<file path="src/rtl/line_follow_pwm_ctrl_if.sv">
// Bundle of run control, sensor, duty and motor-driver signals for the line follower.
// Latency: none, wires only.
// Backpressure: none, every signal is sampled or driven each cycle.
interface line_follow_pwm_ctrl_if #(
    parameter int NSENS = 3,
    parameter int PWM_W = 8
);
    logic              en;
    logic [NSENS-1:0]  sens;
    logic [PWM_W-1:0]  duty_fwd;
    logic [PWM_W-1:0]  duty_turn;
    logic              OUT1;
    logic              OUT2;
    logic              OUT3;
    logic              OUT4;
    logic              ENA;
    logic              ENB;
    logic [2:0]        state;
    logic              lost;

    // Stimulus side: sensor front end and host controls.
    modport master (
        output en, sens, duty_fwd, duty_turn,
        input  OUT1, OUT2, OUT3, OUT4, ENA, ENB, state, lost
    );

    // Controller side.
    modport slave (
        input  en, sens, duty_fwd, duty_turn,
        output OUT1, OUT2, OUT3, OUT4, ENA, ENB, state, lost
    );
endinterface

</file>
<file path="src/rtl/line_follow_pwm_ctrl.sv">
// Line follower: debounce sensors, classify line position, run FSM, drive dual H-bridge with PWM.
// Latency: raw sensor to state FILT edges; state to motor pins one further edge.
// Backpressure: none; inputs sampled every cycle, all outputs registered.
module line_follow_pwm_ctrl #(
    parameter int NSENS   = 3,
    parameter int PWM_W   = 8,
    parameter int FILT    = 4,
    parameter int LOST_TO = 1000
) (
    input  logic                  clk,
    input  logic                  rst_n,
    line_follow_pwm_ctrl_if.slave bus
);
    localparam int C   = (NSENS - 1) / 2;
    // Filter counter only needs to reach FILT-1 before the flip.
    localparam int FCW = (FILT > 1) ? $clog2(FILT) : 1;
    localparam int TW  = $clog2(LOST_TO + 1);

    typedef enum logic [2:0] {
        S_IDLE   = 3'd0,
        S_FWD    = 3'd1,
        S_LEFT   = 3'd2,
        S_RIGHT  = 3'd3,
        S_SEARCH = 3'd4,
        S_STOP   = 3'd5
    } state_e;

    logic [NSENS-1:0]           filt_q, filt_d;
    logic [NSENS-1:0][FCW-1:0]  fcnt_q, fcnt_d;
    state_e                     state_q, state_d;
    logic                       lost_q, lost_d;
    logic [TW-1:0]              timer_q, timer_d;
    logic                       last_dir_q, last_dir_d;   // 0 = left, 1 = right
    logic [PWM_W-1:0]           pwm_cnt_q;
    logic [3:0]                 out_q, out_d;             // {OUT1, OUT2, OUT3, OUT4}
    logic                       ena_q, ena_d, enb_q, enb_d;

    logic all_s, none_s, lft_s, rgt_s, mid_s;

    assign all_s  = &filt_q;
    assign none_s = ~|filt_q;
    assign lft_s  = |filt_q[NSENS-1:C+1];
    assign rgt_s  = |filt_q[C-1:0];
    assign mid_s  = filt_q[C];

    // Per-bit debounce: flip only after FILT consecutive disagreeing edges.
    always_comb begin
        filt_d = filt_q;
        fcnt_d = '0;
        for (int i = 0; i < NSENS; i++) begin
            if (bus.sens[i] != filt_q[i]) begin
                if (fcnt_q[i] == FCW'(FILT - 1)) begin
                    filt_d[i] = bus.sens[i];
                end else begin
                    fcnt_d[i] = fcnt_q[i] + 1'b1;
                end
            end
        end
    end

    // Run FSM next state, lost flag, search timer and remembered turn direction.
    always_comb begin
        state_d    = state_q;
        lost_d     = lost_q;
        last_dir_d = last_dir_q;
        timer_d    = '0;
        if (state_q == S_SEARCH) begin
            timer_d = timer_q + 1'b1;
        end
        if (!bus.en) begin
            state_d = S_IDLE;
        end else begin
            case (state_q)
                S_IDLE: state_d = S_FWD;
                S_STOP: state_d = S_STOP;
                default: begin
                    // Timeout beats everything except en=0, so the give-up edge is exact.
                    if (state_q == S_SEARCH && timer_q == TW'(LOST_TO - 1)) begin
                        state_d = S_STOP;
                        lost_d  = 1'b1;
                    end else if (all_s) begin
                        state_d = S_STOP;
                    end else if (lft_s && !rgt_s) begin
                        state_d = S_LEFT;
                    end else if (rgt_s && !lft_s) begin
                        state_d = S_RIGHT;
                    end else if (mid_s || (lft_s && rgt_s)) begin
                        state_d = S_FWD;
                    end else if (none_s) begin
                        state_d = S_SEARCH;
                    end
                end
            endcase
        end
        if (state_d == S_IDLE) begin
            lost_d = 1'b0;
        end
        if (state_d == S_LEFT) begin
            last_dir_d = 1'b0;
        end else if (state_d == S_RIGHT) begin
            last_dir_d = 1'b1;
        end
    end

    // Motor pin decode from the current state; registered so pins lag state by one edge.
    always_comb begin
        out_d = 4'b0000;
        ena_d = 1'b0;
        enb_d = 1'b0;
        case (state_q)
            S_FWD: begin
                out_d = 4'b1010;
                ena_d = pwm_cnt_q < bus.duty_fwd;
                enb_d = pwm_cnt_q < bus.duty_fwd;
            end
            S_LEFT: begin
                out_d = 4'b0010;
                enb_d = pwm_cnt_q < bus.duty_turn;
            end
            S_RIGHT: begin
                out_d = 4'b1000;
                ena_d = pwm_cnt_q < bus.duty_turn;
            end
            S_SEARCH: begin
                // Pivot toward the side the line was last seen on.
                out_d = last_dir_q ? 4'b1001 : 4'b0110;
                ena_d = pwm_cnt_q < bus.duty_turn;
                enb_d = pwm_cnt_q < bus.duty_turn;
            end
            default: ;
        endcase
    end

    // All state and output registers.
    always_ff @(posedge clk or negedge rst_n) begin
        if (!rst_n) begin
            filt_q     <= '0;
            fcnt_q     <= '0;
            state_q    <= S_IDLE;
            lost_q     <= 1'b0;
            timer_q    <= '0;
            last_dir_q <= 1'b0;
            pwm_cnt_q  <= '0;
            out_q      <= 4'b0000;
            ena_q      <= 1'b0;
            enb_q      <= 1'b0;
        end else begin
            filt_q     <= filt_d;
            fcnt_q     <= fcnt_d;
            state_q    <= state_d;
            lost_q     <= lost_d;
            timer_q    <= timer_d;
            last_dir_q <= last_dir_d;
            pwm_cnt_q  <= pwm_cnt_q + 1'b1;
            out_q      <= out_d;
            ena_q      <= ena_d;
            enb_q      <= enb_d;
        end
    end

    assign bus.OUT1  = out_q[3];
    assign bus.OUT2  = out_q[2];
    assign bus.OUT3  = out_q[1];
    assign bus.OUT4  = out_q[0];
    assign bus.ENA   = ena_q;
    assign bus.ENB   = enb_q;
    assign bus.state = state_q;
    assign bus.lost  = lost_q;
endmodule

</file>
<file path="src/flat_wrapper.sv">
// flat-port wrapper written by rule: the top's interface ports become plain ports
module line_follow_pwm_ctrl_flat 
#(
    parameter int NSENS   = 3,
    parameter int PWM_W   = 8,
    parameter int FILT    = 4,
    parameter int LOST_TO = 1000
)
  (clk, rst_n, bus_en, bus_sens, bus_duty_fwd, bus_duty_turn, bus_OUT1, bus_OUT2, bus_OUT3, bus_OUT4, bus_ENA, bus_ENB, bus_state, bus_lost);
  line_follow_pwm_ctrl_if #(.NSENS(NSENS), .PWM_W(PWM_W)) bus_i ();
  input  logic clk;
  input  logic rst_n;
  input wire logic [$bits(bus_i.en)-1:0] bus_en;
  input wire logic [$bits(bus_i.sens)-1:0] bus_sens;
  input wire logic [$bits(bus_i.duty_fwd)-1:0] bus_duty_fwd;
  input wire logic [$bits(bus_i.duty_turn)-1:0] bus_duty_turn;
  output wire logic [$bits(bus_i.OUT1)-1:0] bus_OUT1;
  output wire logic [$bits(bus_i.OUT2)-1:0] bus_OUT2;
  output wire logic [$bits(bus_i.OUT3)-1:0] bus_OUT3;
  output wire logic [$bits(bus_i.OUT4)-1:0] bus_OUT4;
  output wire logic [$bits(bus_i.ENA)-1:0] bus_ENA;
  output wire logic [$bits(bus_i.ENB)-1:0] bus_ENB;
  output wire logic [$bits(bus_i.state)-1:0] bus_state;
  output wire logic [$bits(bus_i.lost)-1:0] bus_lost;
  assign bus_i.en = bus_en;
  assign bus_i.sens = bus_sens;
  assign bus_i.duty_fwd = bus_duty_fwd;
  assign bus_i.duty_turn = bus_duty_turn;
  assign bus_OUT1 = bus_i.OUT1;
  assign bus_OUT2 = bus_i.OUT2;
  assign bus_OUT3 = bus_i.OUT3;
  assign bus_OUT4 = bus_i.OUT4;
  assign bus_ENA = bus_i.ENA;
  assign bus_ENB = bus_i.ENB;
  assign bus_state = bus_i.state;
  assign bus_lost = bus_i.lost;
  line_follow_pwm_ctrl #(.NSENS(NSENS), .PWM_W(PWM_W), .FILT(FILT), .LOST_TO(LOST_TO)) u_core (.clk(clk), .rst_n(rst_n), .bus(bus_i));
endmodule
</file>
<file path="config.mk">
export PLATFORM = sky130hd
export DESIGN_NAME = line_follow_pwm_ctrl_flat
export DESIGN_NICKNAME = d
export VERILOG_FILES = /design/src/rtl/line_follow_pwm_ctrl_if.sv /design/src/rtl/line_follow_pwm_ctrl.sv /design/src/flat_wrapper.sv
export SDC_FILE = /design/constraint.sdc
export NUM_CORES = 1
export LEC_CHECK = 0
export CELL_PAD_IN_SITES_DETAIL_PLACEMENT = 1
export CELL_PAD_IN_SITES_GLOBAL_PLACEMENT = 1
export CORE_UTILIZATION = 35
export DETAILED_ROUTE_END_ITERATION = 10
export GPL_TIMING_DRIVEN = 0
export PLACE_DENSITY_LB_ADDON = 0.1
export SYNTH_ARGS = -nofsm -noshare
export SYNTH_HDL_FRONTEND = slang
export SYNTH_SLANG_ARGS = --single-unit
</file>
<file path="constraint.sdc">
create_clock -name clk -period 3.75 [get_ports clk]
set_clock_uncertainty 0.15 [all_clocks]
set_input_delay 0.75 -clock clk [delete_from_list [all_inputs] [get_ports clk]]
set_output_delay 0.75 -clock clk [all_outputs]
set_load 0.02 [all_outputs]
</file>
Word-level counts from Yosys, hierarchy flattened. Cells that the tools add are included.

$add $sub $neg: 5. Magnitude comparators: 2. Eq/ne operators: 15. Multiplexer cells: 25. Reductions and logical operators: 21.

Operators by type and width (count): $mux W3 (7); $lt A8 B8 Y1 (2); $pmux W4 S4 (1); $eq A3 B2 Y1 const B (4); $mux W2 (6); $add A10 B1 Y10 const B (1); $eq A10 B10 Y1 const B (1); $mux W10 (1); $add A8 B1 Y8 const B (1); $add A2 B1 Y2 const B (3); $eq A2 B2 Y1 const B (3); $eq A3 B3 Y1 const B (2); $logic_not A3 Y1 (2); $mux W1 (6); $pmux W3 S2 (1); $reduce_and A2 Y1 (3); $reduce_and A3 Y1 (2); $reduce_bool A2 Y1 (3); $reduce_or A2 Y1 (3); $logic_and A1 B1 Y1 (4); $mux W4 (1); $pmux W1 S2 (2); $eq A3 B1 Y1 const B (1); $ne A1 B1 Y1 (3); 4 further kinds (5).

Flip-flop bits (word level): 38. Input port bits: 22. Output and inout port bits: 10. Logic and storage cells: 82.

Logic depth before layout (Yosys ltp). Gate-level depths: netlist of the first run.

Depth in word-level cells: 12. Depth in mapped cells: 6. Mapped depth without buffers: 6.

Worst setup path before layout of the first run. OpenSTA, ideal clock, no wires.

Path kind: input to register. Start point: in bus_duty_fwd[7]. End point: reg u_core.enb_q (netlist: u_core.bus.ENB). Library setup time: 0.110 ns. Arrival: 1.751 ns. Data required time: 3.490 ns. Path slack: 1.739 ns. Cell stages on the path: 6. Buffers on the path: 0. Cell sequence: inv_1 > ha_1 > or4b_4 > a221oi_2 > o31ai_1 > o41ai_1.

Cells in the longest elaborated chain, start to end: 2.

RTL lines: from (decl) (line flat_wrapper.sv:15) `input wire logic [$bits(bus_i.duty_fwd)-1:0] bus_duty_fwd;`; $lt A8 B8 Y1 (line line_follow_pwm_ctrl.sv:114) `enb_d = pwm_cnt_q < bus.duty_fwd;`; $pmux W1 S2 (line line_follow_pwm_ctrl.sv:110) `case (state_q)`; net u_core.enb_d (line line_follow_pwm_ctrl.sv:36) `logic ena_q, ena_d, enb_q, enb_d;`; to (signal assigned) (line line_follow_pwm_ctrl.sv:157) `enb_q <= enb_d;`; to (decl) (line line_follow_pwm_ctrl.sv:36).

The timed path passes the listed nets, and every way through them passes these cells. A chain may end at the register's enable or synchronous reset.

Final worst setup path of the first run.
Start point: reg u_core.state_q[0] (netlist: u_core.bus.state[0]). End point: out bus_state[0].

RTL lines: from (decl) (line line_follow_pwm_ctrl.sv:30) `state_e state_q, state_d;`; from (signal assigned) (line line_follow_pwm_ctrl.sv:150) `state_q <= state_d;`; to (decl) (line flat_wrapper.sv:23) `output wire logic [$bits(bus_i.state)-1:0] bus_state;`.

No word-level cell between the ends.

==> flow_summary.toml, run 1 <==
[yosys]
ys_seq_elements = 38
synth_top_family_by_area = "simple AND/OR/NAND/NOR gates"
ys_warn_count = 0
yosysSeqAreaShare_pct = 47.7
synth_nets = 231
yosys.area_share.simple_pct = 15.7
syn_area_um2 = 1990
synth_xor_area_share_pct = 7.47
postSynthAreaPerCell_um2 = 10.5
syn_inst = 190
synthMuxAreaShare_pct = 1.13
synthAdderAreaFrac_pct = 11.9
synthDistinctLibCells = 40
synth_compound_area_share_pct = 11.4

[setup_path]
crit_type = "reg -> out"
cpPeakStageDelay_ps = 670
cp.buffers_inverters = 1
slowest_stage = "clkdlybuf4s50_1"
cp_cell_sequence = "clkdlybuf4s50_1"
end_kind = "primary output"
cp.arrival_ps = 1470
cp_top_family = "buffers and inverters"
worstPathMaxFanout = 9
ff2ff_setup_slack_ps = 1860
worstPathRequired_ps = 2850
cp-start-kind = "flop"
timing.rr.start = "u_core.pwm_cnt_q[2]"
reg2reg_to = "u_core.bus.ENB"
reg2reg_depth = 5

[finish]
drive_gt1_share_pct = 7.42
post-route-cell-area_um2 = 2480
area_growth_pct = 24.6
final_nets = 269
fillCellCount = 619
antenna_cells = 0

[place]
pre_cts_slack_ps = 1120
dpl_cell_area_um2 = 2390
gp_congestion = 0.793
numPortBuffers = 31
dp_hpwl_mm = 3.32

[floorplan]
ioPinCount = 32
rows = 27
die_x_um = 77.5
die_h_um = 77.5
fp.dieArea_um2 = 6000
core_area_um2 = 5510
initial_core_util_pct = 36.2

[clock_network]
clk_pin_slew_worst_paths_ps = 70
cts_resized = 0
htreeDepth = 2
numCtsBuffers = 5
hold_buffers = 0
cts_sinks = 38
cts_setup_buffers = 0
clkLatencyLatePin_ps = 290
cts_tree = "built"
clock-root-buffer = "clkbuf_8"
cts_max_path_buffers = 2

[pwr]
powerDensity_nw_per_um2 = 518
leakagePower_nw = 1.18
seqPwrFrac_pct = 43.2
p_clk_share_pct = 22.7
internal_power_uw = 864
switching_share_pct = 33.0
p_comb_share_pct = 34.1
p_switching_uw = 425
peakVddDrop_uv = 246

[detailed_routing]
dr.pass1.iters = 4
ant_nets = 0
via_per_inst = 4.92
via_count = 1480
drtIter0Drc = 33
drc = 0
wl_mm = 4.28
wire_per_inst_um = 14.2

[min_path]
min_path_type = "reg -> reg"
min-delay-start = "u_core.fcnt_q[2]"
worstHoldPathCells = 1
hold-path-endpoint = "u_core.fcnt_q[2]"

[grt]
grtUsageTotal_pct = 16.4
grt_pass1_wl_mm = 7.60
grt_pass1_vias = 1643
grt.overflow.total = 0
antenna_found_initial = 0
grt_max_degree = 39

[run_status]
status = "completed"

[sta]
worst_slew_pin_slew_ps = 840
period_needed_ps = 2370
tns_ps = 0
final_hold_viol_count = 0
slew_violations = 0
finalWorstSetupSlack_ps = 1380
rsz0062_at_grt = "no"
fmax_mhz = 423
finalCritPeriodShare_pct = 63.1
setup_viol = 0
max_slew_margin_pct = 44.0

[flow_run]
drv_cap = 0
-- worst max-delay path by stage --
| stage | start | to | slack, ps | depth (start not counted) |
|---|---|---|---|---|
| floorplan | bus_duty_fwd[7] | u_core.bus.ENB | 1740 | 6 |
| global placement | rst_n | u_core.bus.lost | 890 | 1 |
| detailed placement | bus_duty_turn[2] | u_core.bus.ENB | 1120 | 7 |
| CTS | u_core.bus.state[0] | bus_state[0] | 1380 | 1 |
| global route | bus_duty_turn[2] | u_core.bus.ENB | 1250 | 7 |
| finish | u_core.bus.state[0] | bus_state[0] | 1380 | 1 |
-- stage by stage --
stage                     util [%]  power [mW]  hold WS (ps)  cells
final                         45.1        1.29           289    301
after global routing          45.1        1.39           320    301
after CTS                     45.1        1.31           295    301
after detailed placement      43.4        1.01           285    293
after global placement        43.5       0.992           275    293
after floorplan                  -       0.839           264    190
-- synthesized netlist by cell type --
master | n | area, µm²
xnor2_1 | 12 | 105
a31oi_1 | 1 | 6.26
a21oi_1 | 5 | 25.0
nand2_1 | 10 | 37.5
and2b_1 | 1 | 7.51
buf_2 | 2 | 10.0
nand4_1 | 1 | 6.26
buf_6 | 1 | 11.3
or4b_4 | 1 | 13.8
nor4_1 | 1 | 6.26
a211oi_1 | 1 | 7.51
or2_1 | 2 | 12.5
mux2_2 | 2 | 22.5
a2111oi_2 | 1 | 15.0
o21ai_0 | 3 | 15.0
ha_1 | 19 | 238
inv_1 | 19 | 71.3
o41ai_1 | 1 | 8.76
a2bb2oi_1 | 1 | 8.76
nor2_1 | 14 | 52.6
nor2b_1 | 5 | 31.3
o31ai_1 | 2 | 15.0
o32a_1 | 1 | 10.0
o21ai_1 | 4 | 20.0
o21a_1 | 2 | 15.0
nand3_1 | 7 | 35.0
nor3_1 | 8 | 40.0
nand2b_1 | 3 | 18.8
a21boi_1 | 1 | 7.51
nand4b_1 | 1 | 8.76
a221oi_1 | 1 | 8.76
or3_1 | 2 | 12.5
dfrtp_1 | 38 | 951
o311ai_1 | 1 | 8.76
o211a_1 | 1 | 10.0
a221oi_2 | 1 | 15.0
o31a_1 | 1 | 8.76
xor2_1 | 5 | 43.8
a21o_1 | 3 | 22.5
and3_1 | 5 | 31.3
-- flip-flops by register name, summed over array words and instances (netlist names) --
register,cells
u_core.last_dir_q,1
u_core.bus.state,3
u_core.out_q,4
u_core.pwm_cnt_q,8
u_core.bus.ENA,1
u_core.fcnt_q,6
u_core.filt_q,3
u_core.timer_q,10
u_core.bus.lost,1
u_core.bus.ENB,1
-- power groups by stage --
stage	Clock [mW]	Sequential, mW	Combinational (mW)
5_1_grt	0.323	0.571	0.498
2_1_floorplan	0	0.590	0.249
6_report	0.292	0.557	0.440
4_1_cts	0.306	0.557	0.447
3_3_place_gp	0	0.560	0.433
3_5_place_dp	0	0.566	0.445
-- final cells by class --
class / count / area (µm²) / area share [%]
timing repair buffer: 31 / 305 / 12.3
tap: 72 / 90.1 / 3.63
buffer: 3 / 21.3 / 0.856
clock buffer: 6 / 82.6 / 3.32
inverter: 19 / 71.3 / 2.87
sequential: 38 / 951 / 38.3
multi-input combinational: 130 / 951 / 38.3
clock inverter: 2 / 12.5 / 0.504
-- logic make-up after synthesis --
kind of cell | count (synthesis)
xor+xnor | 17
simple gates | 61
fa+ha+maj | 19
mux | 2
compound gates | 31
buf+inv | 22
flops | 38
-- layer usage --
metal / GRT usage (%) / vias up / part of all wire, %
met3: 4.00 / 6 / 3.8
met2: 27.7 / 24 / 51
met1: 20.6 / 719 / 44
met4: 5.28 / 0 / 1.3
li1: - / 731 / -
met5: 0 / - / 0
-- placed cells by master, fill, tap and decap left out, types with 3 or more instances in the layout --
cell,Yosys,final
a21o_1,3,3
nand3_1,7,7
o21ai_0,3,3
nor3_1,8,8
a21oi_1,5,5
xnor2_1,12,12
nor2b_1,5,5
dfrtp_1,38,38
buf_2,2,3
o21ai_1,4,4
nor2_1,14,14
inv_1,19,19
clkbuf_8,0,6
nand2b_1,3,3
xor2_1,5,5
clkdlybuf4s50_1,0,30
and3_1,5,5
ha_1,19,19
nand2_1,10,10
Note: power is estimated with default switching activity, not from simulation.
==> run 2: changes to the inputs <==
Clock period 3.75 ns to 2.1 ns, I/O delays scaled along.
==> run 2 against run 1 <==
Against the previous run: sequential share of layout area fell by 0.18 points; cell count stayed put; final area increased by 0.60%; register-to-register slack got worse by 1600 ps; combinational power is 81% higher; via count down 0.34%; critical endpoint is now u_core.bus.ENA; largest cell class is now multi-input combinational cells; largest power group unchanged.
==> flow_summary.toml, run 2 (synthesis gave the netlist of run 1 again) <==
[finish]
top_regs = "u_core.timer_q (10), u_core.pwm_cnt_q (8), u_core.fcnt_q (6)"
final_nets = 269
post-route-cell-area_um2 = 2500
largest_reg_flops = 10
fillCellCount = 615
area_growth_pct = 25.3
final_cells = 301
drive_gt1_share_pct = 8.73
antenna_cells = 0
top_register = "u_core.timer_q"
final_cell_mix = "dfrtp_1, clkdlybuf4s50_1, inv_1, ha_1, nor2_1"
final_common_cell = "dfrtp_1"

[place]
numPortBuffers = 31
dp_hpwl_mm = 3.32
numPlacedInstances = 293
gp_congestion = 0.793
dpl_cell_area_um2 = 2390

[floorplan]
die_x_um = 77.5
core_area_um2 = 5510
fp.dieArea_um2 = 6000
die_h_um = 77.5
rows = 27
initial_core_util_pct = 36.2
ioPinCount = 32

[detailed_routing]
ant_nets = 0
wl_mm = 4.29
wire_per_inst_um = 14.3
drtIter0Drc = 30
top_layer_used = "met4"
drc = 0
wl_met3_um = 148
via_per_inst = 4.90
via_count = 1475
met2_length_mm = 2.23
wl_met1_mm = 1.88
dr.pass1.iters = 4

[clock_network]
htreeDepth = 2
cts_tree = "built"
numCtsBuffers = 5
clock-root-buffer = "clkbuf_8"
cts_max_path_buffers = 2
clk_pin_slew_worst_paths_ps = 70
clkLatencyLatePin_ps = 290
cts_sinks = 38

[setup_path]
crit_start = "bus_duty_fwd[7]"
reg2reg_to = "u_core.bus.ENB"
crit_type = "in -> reg"
end_kind = "flop"
slowest_stage = "or4b_4"
cp.arrival_ps = 2030
cpMostUsedCell = "o31ai_1"
cp_cell_sequence = "clkdlybuf4s50_1, inv_1, ha_1, or4b_4, a221oi_2, o31ai_1, o31ai_1"
cp-start-kind = "input pin"
worstPathMaxFanout = 2
timing.rr.start = "u_core.pwm_cnt_q[2]"
ff2ff_setup_slack_ps = 250
worstPathRequired_ps = 2140
reg2reg_depth = 5
cpPeakStageDelay_ps = 480

[grt]
grt_pass1_wl_mm = 7.60
grt_max_degree = 39
grtUsageTotal_pct = 16.4
antenna_found_initial = 0
grt.overflow.total = 0
grt_pass1_vias = 1643

[pwr]
p_clk_share_pct = 22.4
seqPwrFrac_pct = 43.1
power_mw = 2.31
p_comb_share_pct = 34.5
leakagePower_nw = 1.19
internal_power_mw = 1.55
powerDensity_nw_per_um2 = 926
peakVddDrop_uv = 440
switching_share_pct = 33.0
p_switching_uw = 764

[sta]
finalCritPeriodShare_pct = 94.8
tns_ps = 0
final_hold_viol_count = 0
period_needed_ps = 1990
rsz0062_at_grt = "no"
setup_viol = 0
fmax_mhz = 502
max_slew_margin_pct = 44.0
worst_slew_pin_slew_ps = 840
slew_violations = 0
hold_ws_ps = 81.3

[run_status]
status = "completed"

[min_path]
min_path_type = "in -> async"

[flow_run]
drv_cap = 0
run 2: changes by cell type in the layout (fill, tap and decap cells not counted):
cell / previous run / this run
dfrtp_1: 38 / 37
a221oi_1: 1 / 0
o41ai_1: 1 / 0
dfrtp_2: 0 / 1
o41ai_2: 0 / 1
a221oi_2: 1 / 2
run 2: worst max-delay path: cells and delay by family:
kind / cells / cell delay, ps
AOI/OAI and AO/OA: 3 / 430
and+or+nand+nor: 1 / 480
adders and majority gates: 1 / 200
buffers and inverters: 2 / 500
run 2: what timing repair did:
item                       in CTS  in global routing
gates resized for setup         0                  3
hold buffers                    0                  0
setup endpoints to repair       0                  2
buffers inserted                0                  0
run 2: final cells by class:
| type | count | area [µm²] | share of cell area [%] |
|---|---|---|---|
| tap | 72 | 90.1 | 3.60 |
| inverter | 19 | 71.3 | 2.85 |
| timing repair buffer | 31 | 305 | 12.2 |
| clock buffer | 6 | 82.6 | 3.30 |
| sequential | 38 | 952 | 38.1 |
| buffer | 3 | 21.3 | 0.851 |
| clock inverter | 2 | 12.5 | 0.501 |
| multi-input combinational | 130 | 965 | 38.6 |
run 2: worst max-delay path by stage:
| stage | endpoint |
|---|---|
| floorplan | u_core.bus.ENB |
| global placement | u_core.bus.lost |
| detailed placement | u_core.bus.ENB |
| CTS | bus_state[0] |
| global route | u_core.bus.ENB |
| finish | u_core.bus.ENA |
run 2: power by group through the flow:
stage	clock network, mW	logic, mW	registers [mW]
detailed placement	0	0.795	1.01
CTS	0.547	0.799	0.995
global placement	0	0.773	0.999
floorplan	0	0.444	1.05
global route	0.576	0.900	1.02
finish	0.519	0.797	0.998
run 2: layer usage:
layer	track usage, %	vias to the layer above
met3	4.00	4
li1	-	730
met5	0	-
met2	27.7	22
met4	5.28	0
met1	20.6	719
run 2: metrics by stage:
stage / util [%] / worst slack (ps)
after floorplan: - / 379
after global placement: 43.5 / -429
after detailed placement: 43.4 / -203
after CTS: 45.1 / 64.1
after global routing: 45.4 / 36.3
final: 45.4 / 110
==> run 3: changes to the inputs <==
Settings changed: CORE_ASPECT_RATIO set to 1.4.
==> run 3 against run 2 <==
Against the previous run: critical path depth is 6 lower; worst setup slack got worse by 35 ps; non-clock buffer count did not move; routed wire length rose by 2.9%; first-iteration DRC count shrank 13%; combinational power fell by 1%; maximum frequency decreased by 1.7%; total power down 0.81%; sequential power down 0.8%.
==> flow_summary.toml, run 3 (synthesis gave the netlist of run 1 again) <==
[clock_network]
cts_sinks = 38
numCtsBuffers = 5
cts_max_path_buffers = 2
htreeDepth = 2
cts_setup_buffers = 0
clk_pin_slew_worst_paths_ps = 70
cts_tree = "built"
hold_buffers = 0
clkLatencyLatePin_ps = 290
cts_resized = 0
clock-root-buffer = "clkbuf_8"

[detailed_routing]
dr.pass1.iters = 2
wl_mm = 4.41
wire_per_inst_um = 14.9
via_count = 1473
ant_nets = 0
drc = 0
via_per_inst = 4.96
drtIter0Drc = 26

[finish]
fin_util_pct = 45.2
post-route-cell-area_um2 = 2480
antenna_cells = 0
final_nets = 269
top_regs = "u_core.timer_q (10), u_core.pwm_cnt_q (8), u_core.fcnt_q (6)"
area_growth_pct = 24.3
drive_gt1_share_pct = 7.42
final_cell_mix = "dfrtp_1, clkdlybuf4s50_1, inv_1, ha_1, nor2_1"
final_common_cell = "dfrtp_1"
largest_reg_flops = 10
top_register = "u_core.timer_q"

[setup_path]
slowest_stage = "clkdlybuf4s50_1"
cp-start-kind = "flop"
reg2reg_to = "u_core.last_dir_q"
worstPathRequired_ps = 1530
timing.rr.start = "u_core.timer_q[0]"
crit_start = "u_core.bus.state[0]"
cp_cell_sequence = "clkdlybuf4s50_1"
cp.depth = 1
reg2reg_depth = 5
end_kind = "primary output"
worstPathMaxFanout = 9
cpPeakStageDelay_ps = 660
crit_type = "reg -> out"
ff2ff_setup_slack_ps = 190
cp.buffers_inverters = 1
cp_top_family = "buffers and inverters"
cp.arrival_ps = 1460

[floorplan]
core_area_um2 = 5490
rows = 32
die_h_um = 91.3
fp.dieArea_um2 = 6010
die_x_um = 65.8
ioPinCount = 32
initial_core_util_pct = 36.4

[grt]
grt.overflow.total = 0
grtUsageTotal_pct = 16.6
antenna_found_initial = 0
grt_pass1_wl_mm = 7.55
grt_max_degree = 39
grt_pass1_vias = 1679

[min_path]
min_path_type = "in -> async"

[pwr]
powerDensity_nw_per_um2 = 926
peakVddDrop_uv = 508
leakagePower_nw = 1.18

[sta]
finalCritPeriodShare_pct = 96.4
tns_ps = 0
period_needed_ps = 2030
rsz0062_at_grt = "no"
fmax_mhz = 494
slew_violations = 0
setup_viol = 0
final_hold_viol_count = 0
worst_slew_pin_slew_ps = 883
max_slew_margin_pct = 41.1

[place]
dpl_cell_area_um2 = 2380
dp_hpwl_mm = 3.39
numPortBuffers = 31
gp_congestion = 0.739

[run_status]
status = "completed"

[flow_run]
drv_cap = 0
==> run 3: worst max-delay path by stage <==
stage | end | slack (ps)
after detailed placement | u_core.bus.ENB | -190
final | bus_state[0] | 70
after global routing | u_core.bus.ENB | 2
after floorplan | u_core.bus.ENB | 380
after global placement | u_core.pwm_cnt_q[3] | -370
after CTS | bus_state[0] | 70
==> run 3: per-stage QoR <==
stage	worst slack (ps)	hold slack, ps	std cells	total power [mW]
2_1_floorplan	379	-25.6	190	1.50
3_3_place_gp	-374	275	289	1.77
3_5_place_dp	-185	283	289	1.80
4_1_cts	66.8	124	297	2.34
5_1_grt	2.22	164	297	2.46
6_report	74.7	96.3	297	2.30
==> run 3: area by class of cell <==
class                   count  area, µm²
repair buffers             31        305
clock inverters             2       12.5
plain buffers               3       21.3
flip-flops and latches     38        951
inverters                  19       71.3
well taps                  68       85.1
clock buffers               6       82.6
fillers                   619       3010
multi-input cells         130        951
==> run 3: report_power, final <==
group	total [mW]	internal, mW	switching (mW)
Sequential	0.990	0.882	0.108
Combinational	0.788	0.397	0.391
Clock	0.518	0.264	0.254
Total	2.30	1.54	0.753
==> run 3: per-layer routing <==
| metal | vias to the layer above | share of wire, % | track usage (%) |
|---|---|---|---|
| met3 | 4 | 4.0 | 3.64 |
| met2 | 30 | 55 | 31.0 |
| met4 | 0 | 1.1 | 5.43 |
| met1 | 710 | 40 | 17.7 |
| met5 | - | 0 | 0 |
| li1 | 729 | - | - |
